[config.mk]
export PLATFORM = sky130hd
export DESIGN_NAME = control_sequencer_flat
export DESIGN_NICKNAME = d
export VERILOG_FILES = /design/src/rtl/cpu_ctrl_pkg.sv /design/src/rtl/control_sequencer_if.sv /design/src/rtl/opcode_class_decoder.sv /design/src/rtl/control_sequencer.sv /design/src/flat_wrapper.sv
export SDC_FILE = /design/constraint.sdc
export NUM_CORES = 1
export LEC_CHECK = 0
export BUFFER_PORTS_ARGS = -buffer_cell sky130_fd_sc_hd__buf_4
export CORE_MARGIN = 4
export CORE_UTILIZATION = 35
export DETAILED_ROUTE_END_ITERATION = 10
export HOLD_SLACK_MARGIN = 0.15
export PLACE_DENSITY = 0.67
export SLEW_MARGIN = 10
export SYNTH_ARGS = -nofsm -noshare
export SYNTH_HDL_FRONTEND = slang
export SYNTH_SLANG_ARGS = --single-unit
[constraint.sdc]
create_clock -name clk -period 2.9 [get_ports clk]
set_clock_uncertainty 0.1 [all_clocks]
set_input_delay 0.145 -clock clk [delete_from_list [all_inputs] [get_ports clk]]
set_output_delay 0.145 -clock clk [all_outputs]
set_load 0.05 [all_outputs]
[src/rtl/cpu_ctrl_pkg.sv]
// Shared definitions for the Mini-SRC control sequencer: opcodes, FSM states,
// instruction classes and the bit positions of the packed datapath strobes.
package cpu_ctrl_pkg;

    localparam int CTRL_W = 30;

    localparam logic [4:0] OP_LD   = 5'd0;
    localparam logic [4:0] OP_LDI  = 5'd1;
    localparam logic [4:0] OP_ST   = 5'd2;
    localparam logic [4:0] OP_ADD  = 5'd3;
    localparam logic [4:0] OP_SUB  = 5'd4;
    localparam logic [4:0] OP_AND  = 5'd5;
    localparam logic [4:0] OP_OR   = 5'd6;
    localparam logic [4:0] OP_ROR  = 5'd7;
    localparam logic [4:0] OP_ROL  = 5'd8;
    localparam logic [4:0] OP_SHR  = 5'd9;
    localparam logic [4:0] OP_SHL  = 5'd10;
    localparam logic [4:0] OP_ADDI = 5'd11;
    localparam logic [4:0] OP_ANDI = 5'd12;
    localparam logic [4:0] OP_ORI  = 5'd13;
    localparam logic [4:0] OP_MUL  = 5'd14;
    localparam logic [4:0] OP_DIV  = 5'd15;
    localparam logic [4:0] OP_NEG  = 5'd16;
    localparam logic [4:0] OP_NOT  = 5'd17;
    localparam logic [4:0] OP_BR   = 5'd18;
    localparam logic [4:0] OP_JR   = 5'd19;
    localparam logic [4:0] OP_JAL  = 5'd20;
    localparam logic [4:0] OP_IN   = 5'd21;
    localparam logic [4:0] OP_OUT  = 5'd22;
    localparam logic [4:0] OP_MFHI = 5'd23;
    localparam logic [4:0] OP_MFLO = 5'd24;
    localparam logic [4:0] OP_NOP  = 5'd25;
    localparam logic [4:0] OP_HALT = 5'd26;

    // Bit positions inside ctrl; CLEAR and STROBE are reserved and held low.
    localparam int CB_RAM_READ   = 0;
    localparam int CB_RAM_WRITE  = 1;
    localparam int CB_MDR_EN     = 2;
    localparam int CB_MDR_OUT    = 3;
    localparam int CB_MAR_EN     = 4;
    localparam int CB_IR_EN      = 5;
    localparam int CB_PC_EN      = 6;
    localparam int CB_PC_OUT     = 7;
    localparam int CB_INC_PC     = 8;
    localparam int CB_Y_EN       = 9;
    localparam int CB_Z_EN       = 10;
    localparam int CB_ZLO_OUT    = 11;
    localparam int CB_ZHI_OUT    = 12;
    localparam int CB_HI_EN      = 13;
    localparam int CB_LO_EN      = 14;
    localparam int CB_HI_OUT     = 15;
    localparam int CB_LO_OUT     = 16;
    localparam int CB_GRA        = 17;
    localparam int CB_GRB        = 18;
    localparam int CB_GRC        = 19;
    localparam int CB_R_OUT      = 20;
    localparam int CB_R_EN       = 21;
    localparam int CB_C_OUT      = 22;
    localparam int CB_CON_EN     = 23;
    localparam int CB_INPORT_OUT = 24;
    localparam int CB_INPORT_EN  = 25;
    localparam int CB_OUTPORT_EN = 26;
    localparam int CB_CLEAR      = 27;
    localparam int CB_STROBE     = 28;
    localparam int CB_BA_OUT     = 29;

    typedef enum logic [3:0] {
        RESET  = 4'd0,
        FETCH0 = 4'd1,
        FETCH1 = 4'd2,
        FETCH2 = 4'd3,
        EXEC3  = 4'd4,
        EXEC4  = 4'd5,
        EXEC5  = 4'd6,
        EXEC6  = 4'd7,
        EXEC7  = 4'd8,
        HALT   = 4'd9
    } state_t;

    typedef enum logic [3:0] {
        CL_ALU, CL_IMM, CL_LDI, CL_LD, CL_ST, CL_MULDIV, CL_UNARY, CL_BR,
        CL_JR, CL_JAL, CL_IN, CL_OUT, CL_MFHI, CL_MFLO, CL_NOP, CL_HALT
    } instr_class_t;

    function automatic logic [2:0] class_last_step(input instr_class_t c);
        case (c)
            CL_LD, CL_ST:                           return 3'd7;
            CL_MULDIV, CL_BR:                       return 3'd6;
            CL_ALU, CL_IMM, CL_LDI:                 return 3'd5;
            CL_UNARY, CL_JAL:                       return 3'd4;
            CL_JR, CL_IN, CL_OUT, CL_MFHI, CL_MFLO: return 3'd3;
            default:                                return 3'd2;
        endcase
    endfunction

endpackage

[src/rtl/control_sequencer_if.sv]
// Bundle between the control sequencer (master) and the datapath (slave).
interface control_sequencer_if;
    import cpu_ctrl_pkg::*;

    logic              stop;
    logic [4:0]        opcode;
    logic              con_ff;
    logic              run;
    logic [CTRL_W-1:0] ctrl;
    logic [2:0]        MDR_read;
    logic [15:0]       R0_R15_enable_in;
    logic [15:0]       R0_R15_out_in;

    modport master (
        input  stop, opcode, con_ff,
        output run, ctrl, MDR_read, R0_R15_enable_in, R0_R15_out_in
    );

    modport slave (
        output stop, opcode, con_ff,
        input  run, ctrl, MDR_read, R0_R15_enable_in, R0_R15_out_in
    );

endinterface

[src/rtl/opcode_class_decoder.sv]
// Maps the 5-bit opcode onto an instruction class and the index of its final
// T-step; undefined opcodes fall into the nop class.
module opcode_class_decoder
    import cpu_ctrl_pkg::*;
(
    input  logic [4:0]   opcode,
    output instr_class_t iclass,
    output logic [2:0]   last_step
);

    always_comb begin
        iclass = CL_NOP;
        case (opcode)
            OP_ADD, OP_SUB, OP_AND, OP_OR,
            OP_SHR, OP_SHL, OP_ROR, OP_ROL: iclass = CL_ALU;
            OP_ADDI, OP_ANDI, OP_ORI:       iclass = CL_IMM;
            OP_LDI:                         iclass = CL_LDI;
            OP_LD:                          iclass = CL_LD;
            OP_ST:                          iclass = CL_ST;
            OP_MUL, OP_DIV:                 iclass = CL_MULDIV;
            OP_NEG, OP_NOT:                 iclass = CL_UNARY;
            OP_BR:                          iclass = CL_BR;
            OP_JR:                          iclass = CL_JR;
            OP_JAL:                         iclass = CL_JAL;
            OP_IN:                          iclass = CL_IN;
            OP_OUT:                         iclass = CL_OUT;
            OP_MFHI:                        iclass = CL_MFHI;
            OP_MFLO:                        iclass = CL_MFLO;
            OP_HALT:                        iclass = CL_HALT;
            default:                        iclass = CL_NOP;
        endcase
    end

    assign last_step = class_last_step(iclass);

endmodule

[src/rtl/control_sequencer.sv]
// Hardwired Moore control unit for the Mini-SRC datapath: steps T0..T7 per
// instruction and decodes state plus opcode into every datapath strobe.
module control_sequencer
    import cpu_ctrl_pkg::*;
#(
    parameter logic [2:0] MDR_SEL_BUS = 3'b001,
    parameter logic [2:0] MDR_SEL_RAM = 3'b010
)(
    input logic                 clk,
    input logic                 clr,
    control_sequencer_if.master bus
);

    state_t            state;
    instr_class_t      iclass;
    logic [2:0]        last_step;
    logic [2:0]        step;
    logic              running;
    logic              at_last;
    logic [CTRL_W-1:0] ctrl_vec;
    logic [2:0]        mdr_sel;
    logic [15:0]       reg_load;

    opcode_class_decoder u_decoder (
        .opcode    (bus.opcode),
        .iclass    (iclass),
        .last_step (last_step)
    );

    always_comb begin
        step = 3'd0;
        case (state)
            FETCH1:  step = 3'd1;
            FETCH2:  step = 3'd2;
            EXEC3:   step = 3'd3;
            EXEC4:   step = 3'd4;
            EXEC5:   step = 3'd5;
            EXEC6:   step = 3'd6;
            EXEC7:   step = 3'd7;
            default: step = 3'd0;
        endcase
    end

    assign running = state inside {FETCH0, FETCH1, FETCH2, EXEC3, EXEC4, EXEC5, EXEC6, EXEC7};
    assign at_last = running && (step == last_step);

    // nop and halt end in T2, so the T2 decision uses the opcode as the IR logic presents it.
    always_ff @(posedge clk) begin
        if (!clr) begin
            state <= RESET;
        end else begin
            case (state)
                RESET:  state <= FETCH0;
                HALT:   state <= HALT;
                FETCH0: state <= FETCH1;
                FETCH1: state <= FETCH2;
                FETCH2, EXEC3, EXEC4, EXEC5, EXEC6, EXEC7: begin
                    if (at_last) begin
                        state <= (iclass == CL_HALT || bus.stop) ? HALT : FETCH0;
                    end else begin
                        case (state)
                            FETCH2:  state <= EXEC3;
                            EXEC3:   state <= EXEC4;
                            EXEC4:   state <= EXEC5;
                            EXEC5:   state <= EXEC6;
                            default: state <= EXEC7;
                        endcase
                    end
                end
                default: state <= RESET;
            endcase
        end
    end

    always_comb begin
        ctrl_vec = '0;
        mdr_sel  = 3'b000;
        reg_load = '0;
        if (running) begin
            ctrl_vec[CB_INPORT_EN] = 1'b1;
        end
        case (state)
            FETCH0: begin
                ctrl_vec[CB_PC_OUT]  = 1'b1;
                ctrl_vec[CB_MAR_EN]  = 1'b1;
                ctrl_vec[CB_INC_PC]  = 1'b1;
                ctrl_vec[CB_Z_EN]    = 1'b1;
            end
            FETCH1: begin
                ctrl_vec[CB_ZLO_OUT]  = 1'b1;
                ctrl_vec[CB_PC_EN]    = 1'b1;
                ctrl_vec[CB_RAM_READ] = 1'b1;
                ctrl_vec[CB_MDR_EN]   = 1'b1;
                mdr_sel               = MDR_SEL_RAM;
            end
            FETCH2: begin
                ctrl_vec[CB_MDR_OUT] = 1'b1;
                ctrl_vec[CB_IR_EN]   = 1'b1;
            end
            EXEC3: begin
                case (iclass)
                    CL_ALU, CL_IMM: begin
                        ctrl_vec[CB_GRB]   = 1'b1;
                        ctrl_vec[CB_R_OUT] = 1'b1;
                        ctrl_vec[CB_Y_EN]  = 1'b1;
                    end
                    CL_LDI, CL_LD, CL_ST: begin
                        ctrl_vec[CB_GRB]    = 1'b1;
                        ctrl_vec[CB_BA_OUT] = 1'b1;
                        ctrl_vec[CB_Y_EN]   = 1'b1;
                    end
                    CL_MULDIV: begin
                        ctrl_vec[CB_GRA]   = 1'b1;
                        ctrl_vec[CB_R_OUT] = 1'b1;
                        ctrl_vec[CB_Y_EN]  = 1'b1;
                    end
                    CL_UNARY: begin
                        ctrl_vec[CB_GRB]   = 1'b1;
                        ctrl_vec[CB_R_OUT] = 1'b1;
                        ctrl_vec[CB_Z_EN]  = 1'b1;
                    end
                    CL_BR: begin
                        ctrl_vec[CB_GRA]    = 1'b1;
                        ctrl_vec[CB_R_OUT]  = 1'b1;
                        ctrl_vec[CB_CON_EN] = 1'b1;
                    end
                    CL_JR: begin
                        ctrl_vec[CB_GRA]   = 1'b1;
                        ctrl_vec[CB_R_OUT] = 1'b1;
                        ctrl_vec[CB_PC_EN] = 1'b1;
                    end
                    CL_JAL: begin
                        ctrl_vec[CB_PC_OUT] = 1'b1;
                        reg_load[15]        = 1'b1;
                    end
                    CL_IN: begin
                        ctrl_vec[CB_INPORT_OUT] = 1'b1;
                        ctrl_vec[CB_GRA]        = 1'b1;
                        ctrl_vec[CB_R_EN]       = 1'b1;
                    end
                    CL_OUT: begin
                        ctrl_vec[CB_GRA]        = 1'b1;
                        ctrl_vec[CB_R_OUT]      = 1'b1;
                        ctrl_vec[CB_OUTPORT_EN] = 1'b1;
                    end
                    CL_MFHI: begin
                        ctrl_vec[CB_HI_OUT] = 1'b1;
                        ctrl_vec[CB_GRA]    = 1'b1;
                        ctrl_vec[CB_R_EN]   = 1'b1;
                    end
                    CL_MFLO: begin
                        ctrl_vec[CB_LO_OUT] = 1'b1;
                        ctrl_vec[CB_GRA]    = 1'b1;
                        ctrl_vec[CB_R_EN]   = 1'b1;
                    end
                    default: ;
                endcase
            end
            EXEC4: begin
                case (iclass)
                    CL_ALU: begin
                        ctrl_vec[CB_GRC]   = 1'b1;
                        ctrl_vec[CB_R_OUT] = 1'b1;
                        ctrl_vec[CB_Z_EN]  = 1'b1;
                    end
                    CL_IMM, CL_LDI, CL_LD, CL_ST: begin
                        ctrl_vec[CB_C_OUT] = 1'b1;
                        ctrl_vec[CB_Z_EN]  = 1'b1;
                    end
                    CL_MULDIV: begin
                        ctrl_vec[CB_GRB]   = 1'b1;
                        ctrl_vec[CB_R_OUT] = 1'b1;
                        ctrl_vec[CB_Z_EN]  = 1'b1;
                    end
                    CL_UNARY: begin
                        ctrl_vec[CB_ZLO_OUT] = 1'b1;
                        ctrl_vec[CB_GRA]     = 1'b1;
                        ctrl_vec[CB_R_EN]    = 1'b1;
                    end
                    CL_BR: begin
                        ctrl_vec[CB_PC_OUT] = 1'b1;
                        ctrl_vec[CB_Y_EN]   = 1'b1;
                    end
                    CL_JAL: begin
                        ctrl_vec[CB_GRA]   = 1'b1;
                        ctrl_vec[CB_R_OUT] = 1'b1;
                        ctrl_vec[CB_PC_EN] = 1'b1;
                    end
                    default: ;
                endcase
            end
            EXEC5: begin
                case (iclass)
                    CL_ALU, CL_IMM, CL_LDI: begin
                        ctrl_vec[CB_ZLO_OUT] = 1'b1;
                        ctrl_vec[CB_GRA]     = 1'b1;
                        ctrl_vec[CB_R_EN]    = 1'b1;
                    end
                    CL_LD, CL_ST: begin
                        ctrl_vec[CB_ZLO_OUT] = 1'b1;
                        ctrl_vec[CB_MAR_EN]  = 1'b1;
                    end
                    CL_MULDIV: begin
                        ctrl_vec[CB_ZLO_OUT] = 1'b1;
                        ctrl_vec[CB_LO_EN]   = 1'b1;
                    end
                    CL_BR: begin
                        ctrl_vec[CB_C_OUT] = 1'b1;
                        ctrl_vec[CB_Z_EN]  = 1'b1;
                    end
                    default: ;
                endcase
            end
            EXEC6: begin
                case (iclass)
                    CL_LD: begin
                        ctrl_vec[CB_RAM_READ] = 1'b1;
                        ctrl_vec[CB_MDR_EN]   = 1'b1;
                        mdr_sel               = MDR_SEL_RAM;
                    end
                    CL_ST: begin
                        ctrl_vec[CB_GRA]    = 1'b1;
                        ctrl_vec[CB_R_OUT]  = 1'b1;
                        ctrl_vec[CB_MDR_EN] = 1'b1;
                        mdr_sel             = MDR_SEL_BUS;
                    end
                    CL_MULDIV: begin
                        ctrl_vec[CB_ZHI_OUT] = 1'b1;
                        ctrl_vec[CB_HI_EN]   = 1'b1;
                    end
                    // The only Mealy path: the branch commits PC from the live CON flag.
                    CL_BR: begin
                        ctrl_vec[CB_ZLO_OUT] = 1'b1;
                        ctrl_vec[CB_PC_EN]   = bus.con_ff;
                    end
                    default: ;
                endcase
            end
            EXEC7: begin
                case (iclass)
                    CL_LD: begin
                        ctrl_vec[CB_MDR_OUT] = 1'b1;
                        ctrl_vec[CB_GRA]     = 1'b1;
                        ctrl_vec[CB_R_EN]    = 1'b1;
                    end
                    CL_ST:   ctrl_vec[CB_RAM_WRITE] = 1'b1;
                    default: ;
                endcase
            end
            default: ;
        endcase
    end

    assign bus.run              = running;
    assign bus.ctrl             = ctrl_vec;
    assign bus.MDR_read         = mdr_sel;
    assign bus.R0_R15_enable_in = reg_load;
    assign bus.R0_R15_out_in    = '0;

endmodule

[src/flat_wrapper.sv]
// flat-port wrapper written by rule: the top's interface ports become plain ports
module control_sequencer_flat import cpu_ctrl_pkg::*;
#(
    parameter logic [2:0] MDR_SEL_BUS = 3'b001,
    parameter logic [2:0] MDR_SEL_RAM = 3'b010
)
  (clk, clr, bus_stop, bus_opcode, bus_con_ff, bus_run, bus_ctrl, bus_MDR_read, bus_R0_R15_enable_in, bus_R0_R15_out_in);
  control_sequencer_if bus_i ();
  input logic clk;
  input logic clr;
  input wire logic [$bits(bus_i.stop)-1:0] bus_stop;
  input wire logic [$bits(bus_i.opcode)-1:0] bus_opcode;
  input wire logic [$bits(bus_i.con_ff)-1:0] bus_con_ff;
  output wire logic [$bits(bus_i.run)-1:0] bus_run;
  output wire logic [$bits(bus_i.ctrl)-1:0] bus_ctrl;
  output wire logic [$bits(bus_i.MDR_read)-1:0] bus_MDR_read;
  output wire logic [$bits(bus_i.R0_R15_enable_in)-1:0] bus_R0_R15_enable_in;
  output wire logic [$bits(bus_i.R0_R15_out_in)-1:0] bus_R0_R15_out_in;
  assign bus_i.stop = bus_stop;
  assign bus_i.opcode = bus_opcode;
  assign bus_i.con_ff = bus_con_ff;
  assign bus_run = bus_i.run;
  assign bus_ctrl = bus_i.ctrl;
  assign bus_MDR_read = bus_i.MDR_read;
  assign bus_R0_R15_enable_in = bus_i.R0_R15_enable_in;
  assign bus_R0_R15_out_in = bus_i.R0_R15_out_in;
  control_sequencer #(.MDR_SEL_BUS(MDR_SEL_BUS), .MDR_SEL_RAM(MDR_SEL_RAM)) u_core (.clk(clk), .clr(clr), .bus(bus_i));
endmodule
==> Word level (Yosys, flattened, before mapping) <==
Memories as Yosys holds them, arrays and structs flattened.
Index checks and enable logic that the tools add are counted.
{ "totals": {"out_inout_bits": 66, "reg_bits": 4, "word_cells": 102, "inputBits": 9, "mem_count": 2, "rom_bits": 176} }
{ "mem_list": {"columns": ["name", "depth", "word_bits", "rd", "rd_clocked_by_memory_dff", "write_ports", "line", "text"], "rows": [
  ["(no name shown)", 32, 4, 1, 0, 0, "opcode_class_decoder.sv:13", "case (opcode)"],
  ["(no name shown)", 16, 3, 1, 0, 0, "cpu_ctrl_pkg.sv:86", "case (c)"]
]} }
{ "op_classes": {"reduce_logical": 17, "muxes": 58, "n_eq_ne": 24} }
{ "op_table": {"columns": ["op", "n"], "rows": [
  ["== test 4 bit (second input constant)", 9],
  ["2-to-1 mux 1 bit", 33],
  ["== test 4 x 3 -> 1 bit (second input constant)", 8],
  ["case mux 3 bit (7 select lines)", 1],
  ["case mux 4 bit (5 select lines)", 1],
  ["OR reduction 6 bit", 3],
  ["== test 4 x 2 -> 1 bit (second input constant)", 4],
  ["case mux 1 bit (4 select lines)", 4],
  ["case mux 4 bit (4 select lines)", 1],
  ["case mux 1 bit (2 select lines)", 7],
  ["OR reduction 7 bit", 2],
  ["OR reduction 3 bit", 4],
  ["== test 4 x 1 -> 1 bit (second input constant)", 2],
  ["logical NOT 4 bit", 2],
  ["2-to-1 mux 2 bit", 4],
  ["2-to-1 mux 4 bit", 2],
  ["nonzero test 8 bit", 1],
  ["case mux 1 bit (3 select lines)", 2],
  ["case mux 3 bit (2 select lines)", 1],
  ["case mux 1 bit (5 select lines)", 1],
  ["case mux 2 bit (2 select lines)", 1],
  ["OR reduction 2 bit", 2],
  ["OR reduction 4 bit", 1],
  ["== test 3 bit", 1],
  ["2 further kinds", 2]
]} }

==> Longest topological paths before layout <==
Gate-level depths: netlist of the first run.
{ "depth": {"depth_word": 6, "ltp_mapped": 12, "mapped_depth_nobuf": 11} }

==> Cells and area by module <==
A second synthesis of the first run with hierarchy kept.
{ "unflattened": {"hier_cells": 231, "hier_area_um2": 1545.2} }
{ "modules_own_cells": {"columns": ["mod", "seq_area_each_um2", "area_per_inst_um2", "cells_per_inst", "instances"], "rows": [
  ["control_sequencer", 80.1, 1223.7, 189, 1],
  ["opcode_class_decoder", 0.0, 321.6, 42, 1]
]} }

==> Worst setup path after synthesis of the first run <==
Ideal clock, no wire load.
{ "synth_timing": {"path_type": "input -> output", "from": "input port bus_opcode[0]", "to": "output port bus_ctrl[7]", "cell_stages": 8, "path_slack_ps": -664, "path_buffers": 1, "required_ps": 2655, "arrival_ps": 3319, "path_cell_list": "inv_1 > ha_1 > or3b_1 > o211ai_2 > o41ai_1 > buf_2 > nor4_1 > or3_1"} }
{ "synth_between": {"elab_chain_len": 4, "elab_cells_between_ends": 6, "cone_classes": "eq/ne: 2; mux: 3; memory: 1"} }
{ "synth_lines": {"columns": ["element", "line", "text"], "rows": [
  ["start, declared", "flat_wrapper.sv:12", "input wire logic [$bits(bus_i.opcode)-1:0] bus_opcode;"],
  ["memory (32 x 4 bit) *", null, null],
  ["== test 4 x 3 -> 1 bit or == test 4 bit (tied branches)", "control_sequencer.sv:160, control_sequencer.sv:101", null],
  ["2-to-1 mux 1 bit (on tied branches)", "control_sequencer.sv:160, control_sequencer.sv:101", null],
  ["case mux 1 bit (3 select lines) *", "control_sequencer.sv:82", "case (state)"],
  ["end, declared", "flat_wrapper.sv:15", "output wire logic [$bits(bus_i.ctrl)-1:0] bus_ctrl;"]
]} }
Mark *: on every way between the ends. The rest lies on a longest branch, timed or not.

==> Worst setup path in the final report of the first run <==
{ "layout_timing": {"from": "input port bus_opcode[0]", "to": "output port bus_ctrl[2]"} }
{ "layout_between": {"elab_chain_len": 5, "elab_cells_between_ends": 6, "cone_classes": "eq/ne: 2; mux: 2; reduce/logical: 1; memory: 1"} }
{ "layout_lines": {"columns": ["element", "line", "text"], "rows": [
  ["memory (32 x 4 bit) *", null, null],
  ["== test 4 x 3 -> 1 bit or == test 4 x 2 -> 1 bit (tied branches)", "control_sequencer.sv:215", "case (iclass)"],
  ["OR reduction 2 bit (no source line) *", null, null],
  ["2-to-1 mux 1 bit *", "control_sequencer.sv:215", null],
  ["case mux 1 bit (2 select lines) *", "control_sequencer.sv:82", null]
]} }
Marked as above.

==> metrics.csv, run 1 <==
stage,metric,value,unit
status,status,"complete, no violations",
setup_path,crit_slowest_cell,o22a_1,
finish,synthToLayoutAreaGrowth,20.8,%
logic_synthesis,synthTopCellsByCount,"buf_4, nand2_1, nor2_1",
hold_path,hold_depth,4,
logic_synthesis,ys_ff_latch,4,
sta,rsz0062_at_grt,false,
pwr,intPower,0.257,mW
setup_path,crit_chain,"buf_4, inv_1, ha_1, nor3b_1, nand2b_1, o22a_1, nand2_1, nor2_1, a41o_1, nand2b_1, buf_4",
pwr,ir_worst_vdd,299,uV
cts,clk_path_buf_depth,2,
logic_synthesis,syn_area,1460,um^2
die,start_util,36.4,%
finish,drive_above_1_share,24.3,%
finish,nFillCells,427,
global_routing,grt-ovfl-total,0,
cts,cts_buffers,3,
setup_path,critPathCaptureType,primary output,
cts,clk_pin_slew,30,ps
route,wirelength,4030,um
pwr,p_leak,0.850,nW
logic_synthesis,synth_edf_count,0,
finish,diodes,0,
setup_path,rr_worst_depth,8,
die,die_h,72.5,um
setup_path,cpPeakStageDelay,430,ps
sta,tns,0,ps
hold_path,hold_path.class,in -> reg,
route,drt_iter0_drc,119,
global_routing,grt_max_degree,16,
placement,portBuffers,40,
die,num_rows,23,
placement,gp_congestion,0.868,
finish,multiInputGateArea,1160,um^2
sta,fin_crit,2550,ps
logic_synthesis,synth_cell_types,49,
logic_synthesis,synth_top_area_cell,buf_4,
route,final_antenna_net_count,0,
hold_path,hp-start,bus_stop,
die,ios,75,
logic_synthesis,ys.flop_type,dfxtp_1,
pwr,comb_power_share,69.7,%
flow_run,drv_cap,0,
die,coreArea,4000,um^2
route,drt_pass1_iterations,4,
pwr,fin_total_pwr,0.605,mW
pwr,power.density,344,nW/um^2
cts,cts.sinks,4,
sta,worst_pin_slew,562,ps
sta,fmax,392,MHz
setup_path,cp-start-kind,primary input,
placement,dp_hpwl,3290,um
logic_synthesis,yosysWarningCount,0,
pwr,seqPwrFrac,11.1,%
global_routing,grt_pass1_wl,6400,um
sta,relSlewSlack,62.2,%
cts,post-cts-setup-buffers,0,
logic_synthesis,synthCells,231,
route,drc,0,
global_routing,grt_antenna_before_repair,0,
pwr,clockPowerShare,19.3,%
hold_path,hold_end,u_core.state[3],
setup_path,path_class,in -> out,
finish,final_nets,282,
sta,finalCritPeriodShare,87.9,%
cts,postCtsHoldBufs,1,
logic_synthesis,async_reset_ff_share,0,%
global_routing,grt_pass1_vias,1410,
setup_path,r2r_end,u_core.state[3],
finish,top_register,u_core.state,
finish,largest_reg_flops,4,
die,fp.dieW,72.5,um
cts,htree_levels,1,
die,die_area,5260,um^2
setup_path,required,2650,ps
finish,reg_top3,u_core.state: 4 flops,
sta,finalHoldViolations,0,
route,avgViaCountPerCell,5.15,
logic_synthesis,avgSynthCellArea,6.31,um^2
logic_synthesis,ys_seq_area_share,5.49,%
logic_synthesis,synth.most_common_cell,buf_4,
sta,finalSetupViolations,0,
logic_synthesis,synth_top_cell_area_share,18.5,%
finish,seqCellArea,80.1,um^2
setup_path,r2r-start,u_core.state[1],
finish,fin_util,44.0,%
logic_synthesis,synth.area.top_cells,"buf_4, nand2_1, nor2_1",
route,wl_per_cell,12.7,um
route,vias,1631,
pwr,switching_power,0.349,mW
sta,drv_slew,0,
setup_path,reg2reg_slack,380,ps
cts,ctsResizeCount,0,
global_routing,grt_use_total,14.7,%
setup_path,worstPathArrival,2300,ps
cts,ctsRootBufferMaster,clkbuf_8,
cts,insertion_delay,220,ps
setup_path,cp_max_fo,14,
pwr,netSwitchingFraction,57.6,%
cts,cts_tree,done,
## cell families (layout without fill, tap and decap cells)
logic type                 after synthesis  after routing  share of synthesized area (%)
other                                    1             34                          0.257
and+or+nand+nor                         96             96                           32.4
muxes                                    2              2                           1.37
DFF                                      4              4                           5.49
buffers and inverters                   57             60                           25.0
AOI/OAI and AO/OA                       63             63                           29.6
adders and majority gates                4              4                           3.43
xor gates and xnor gates                 4              4                           2.40
## cell usage in the layout (no fill, tap or decap), drive strengths merged, types with 5 or more instances in the layout
| master | count |
|---|---|
| a21oi | 14 |
| buf | 52 |
| conb | 34 |
| nand2 | 27 |
| nand2b | 9 |
| nand3 | 5 |
| nor2 | 22 |
| nor2b | 5 |
| nor3 | 15 |
| o21ai | 15 |
| o22ai | 5 |
## power groups by stage
stage               registers (mW)  clock network [mW]  logic (mW)
floorplan                   0.0630                   0       0.373
global route                0.0686               0.124       0.452
detailed placement          0.0677                   0       0.418
finish                      0.0670               0.117       0.422
global placement            0.0679                   0       0.417
CTS                         0.0670               0.120       0.420
## per-stage QoR
step | instances | hold slack [ps] | area [um^2] | worst slack [ps]
after floorplan | 264 | 183 | 1600 | -36.3
after global placement | 313 | 299 | 1710 | 278
after detailed placement | 313 | 321 | 1710 | 257
after CTS | 317 | 340 | 1760 | 374
after global routing | 317 | 366 | 1760 | 91.8
final | 317 | 346 | 1760 | 351
## metal layers
metal	vias to the layer above	part of all wire [%]	global-route usage [%]
met1	735	42	19.6
met5	-	0	0
li1	828	-	-
met4	0	0.97	4.92
met2	63	49	24.6
met3	5	8.1	1.39
## critical path: cells and delay by family
family	cells	cell delay, ps
and+or+nand+nor	5	960
AOI/OAI and AO/OA	2	650
buffers and inverters	3	380
adders and majority gates	1	140
## layout make-up
| type | count | area share [%] |
|---|---|---|
| well taps | 50 | 3.55 |
| multi-input cells | 203 | 66.0 |
| repair buffers | 53 | 22.7 |
| clock buffers | 3 | 2.35 |
| inverters | 4 | 0.853 |
| flip-flops and latches | 4 | 4.55 |
## how the worst max path moves through the flow
| stage | end | from | slack [ps] | depth (start not counted) |
|---|---|---|---|---|
| after floorplan | bus_ctrl[7] | bus_opcode[0] | -40 | 8 |
| after global placement | u_core.state[3] | bus_opcode[1] | 280 | 12 |
| after detailed placement | u_core.state[3] | bus_opcode[1] | 260 | 12 |
| after CTS | bus_ctrl[2] | bus_opcode[0] | 370 | 11 |
| after global routing | u_core.state[3] | u_core.state[1] | 90 | 9 |
| final | bus_ctrl[2] | bus_opcode[0] | 350 | 11 |
Power figures use the tool's default switching activity.
==> run 2: changes to the inputs <==
--- a/config.mk
+++ b/config.mk
@@ -7,10 +7,10 @@
 export LEC_CHECK = 0
 export BUFFER_PORTS_ARGS = -buffer_cell sky130_fd_sc_hd__buf_4
 export CORE_MARGIN = 4
-export CORE_UTILIZATION = 35
+export CORE_UTILIZATION = 45
 export DETAILED_ROUTE_END_ITERATION = 10
 export HOLD_SLACK_MARGIN = 0.15
-export PLACE_DENSITY = 0.67
+export PLACE_DENSITY = 0.82
 export SLEW_MARGIN = 10
 export SYNTH_ARGS = -nofsm -noshare
 export SYNTH_HDL_FRONTEND = slang
==> metrics.csv, run 2 (same netlist as run 1, synthesis figures left out) <==
stage,metric,value,unit
flow_run,drv_cap,0,
sta,relSlewSlack,32.7,%
pwr,switching_power,0.348,mW
cts,insertion_delay,250,ps
pwr,ir_worst_vdd,197,uV
cts,ctsRootBufferMaster,clkbuf_4,
sta,timing.final.ws_setup,303,ps
global_routing,grt_pass1_wl,6180,um
route,m1WireLength,1730,um
finish,top_register,u_core.state,
pwr,power.density,324,nW/um^2
sta,rsz0062_at_grt,false,
route,wl_per_cell,12.9,um
sta,finalSetupViolations,0,
pwr,comb_power_share,74.9,%
finish,diodes,0,
route,final_antenna_net_count,0,
route,drt_pass1_iterations,4,
hold_path,hold_path.class,in -> reg,
die,fp.dieW,64.9,um
route,drc,0,
finish,reg_top3,u_core.state: 4 flops,
global_routing,grt_max_degree,16,
sta,tns,0,ps
finish,fin_util,56.6,%
setup_path,cp-start-kind,primary input,
finish,final_cell_mix,"buf_4, conb_1, nand2_1, nor2_1, o21ai_0",
finish,nFillCells,303,
placement,place_inst,308,
sta,finalCritPeriodShare,89.6,%
cts,clk_path_buf_depth,2,
setup_path,worstPathArrival,2350,ps
cts,clk_pin_slew,40,ps
placement,portBuffers,40,
setup_path,critPathCaptureType,primary output,
die,die_h,64.9,um
sta,fin_crit,2600,ps
finish,synthToLayoutAreaGrowth,19.5,%
die,num_rows,20,
die,start_util,47.4,%
finish,drive_above_1_share,24.6,%
setup_path,path_class,in -> out,
pwr,intPower,0.216,mW
finish,largest_reg_flops,4,
pwr,netSwitchingFraction,61.7,%
finish,finalNonFillerCells,312,
pwr,seqPwrFrac,11.9,%
placement,dp_hpwl,3180,um
route,met2_length,1850,um
cts,cts_tree,done,
die,coreArea,3080,um^2
finish,mostFrequentLayoutCell,buf_4,
finish,seqCellArea,80.1,um^2
pwr,clockPowerShare,13.1,%
finish,final_area,1740,um^2
sta,finalHoldViolations,0,
placement,place_area,1710,um^2
cts,cts.sinks,4,
finish,final_nets,283,
route,avgViaCountPerCell,5.30,
cts,htree_levels,1,
route,wl_met3,404,um
pwr,fin_total_pwr,0.565,mW
global_routing,grt_antenna_before_repair,0,
setup_path,cp_max_fo,14,
route,wirelength,4030,um
sta,fmax,385,MHz
die,die_area,4210,um^2
route,vias,1655,
sta,hold-worst-slack,320,ps
placement,gp_congestion,0.939,
placement,place_worst_setup_slack,92.9,ps
die,ios,75,
pwr,p_leak,0.847,nW
sta,worst_pin_slew,998,ps
setup_path,required,2650,ps
status,status,"complete, no violations",
sta,drv_slew,0,
global_routing,grt_use_total,17.8,%
route,top_layer,met4,
finish,multiInputGateArea,1160,um^2
global_routing,grt_pass1_vias,1413,
cts,cts_buffers,3,
global_routing,grt-ovfl-total,0,
route,drt_iter0_drc,119,
==> run 2: cell types whose count changed in the layout (fill, tap and decap cells not counted) <==
cell	previous run	this run
clkbuf_4	0	3
buf_4	52	53
clkbuf_8	3	0
==> run 2: cell type report <==
cell class | instances | share of cell area (%)
Clock buffer | 3 | 1.29
Inverter | 4 | 0.862
Multi-Input combinational cell | 203 | 66.7
Sequential cell | 4 | 4.60
Tap cell | 44 | 3.16
Timing Repair Buffer | 54 | 23.4
==> run 2: final timing paths <==
path,from,slack [ps],endpoint,cells past startpoint
worst max-delay path,bus_opcode[2],300,bus_ctrl[21],8
worst min-delay path,bus_stop,320,u_core.state[3],4
worst max register to register,u_core.state[1],400,u_core.state[3],9
worst min register to register,u_core.state[3],630,u_core.state[0],2
==> run 2: layer usage <==
layer / up-vias / GRT usage, %
met5: - / 0
met4: 0 / 7.39
met3: 7 / 2.95
met2: 75 / 27.5
met1: 743 / 24.2
li1: 830 / -
==> run 2: repair_timing <==
item | CTS | global route
hold endpoints to repair | 4 | 0
gates resized for setup | 0 | 0
hold buffers | 1 | 0
buffers inserted | 0 | 0
==> run 2: critical path, cell delays in order <==
cell	delay [ps]
buf_4	160
o41ai_2	930
nand2_1	360
o22ai_1	220
a22o_1	140
nand2_1	80
o21ai_0	90
buf_4	220
==> run 2: power by group through the flow <==
stage	sequential (mW)	clock (mW)	combinational, mW
after CTS	0.0670	0.0763	0.419
after detailed placement	0.0679	0	0.418
after global routing	0.0686	0.0817	0.452
after global placement	0.0677	0	0.416
final	0.0674	0.0740	0.423
after floorplan	0.0630	0	0.373
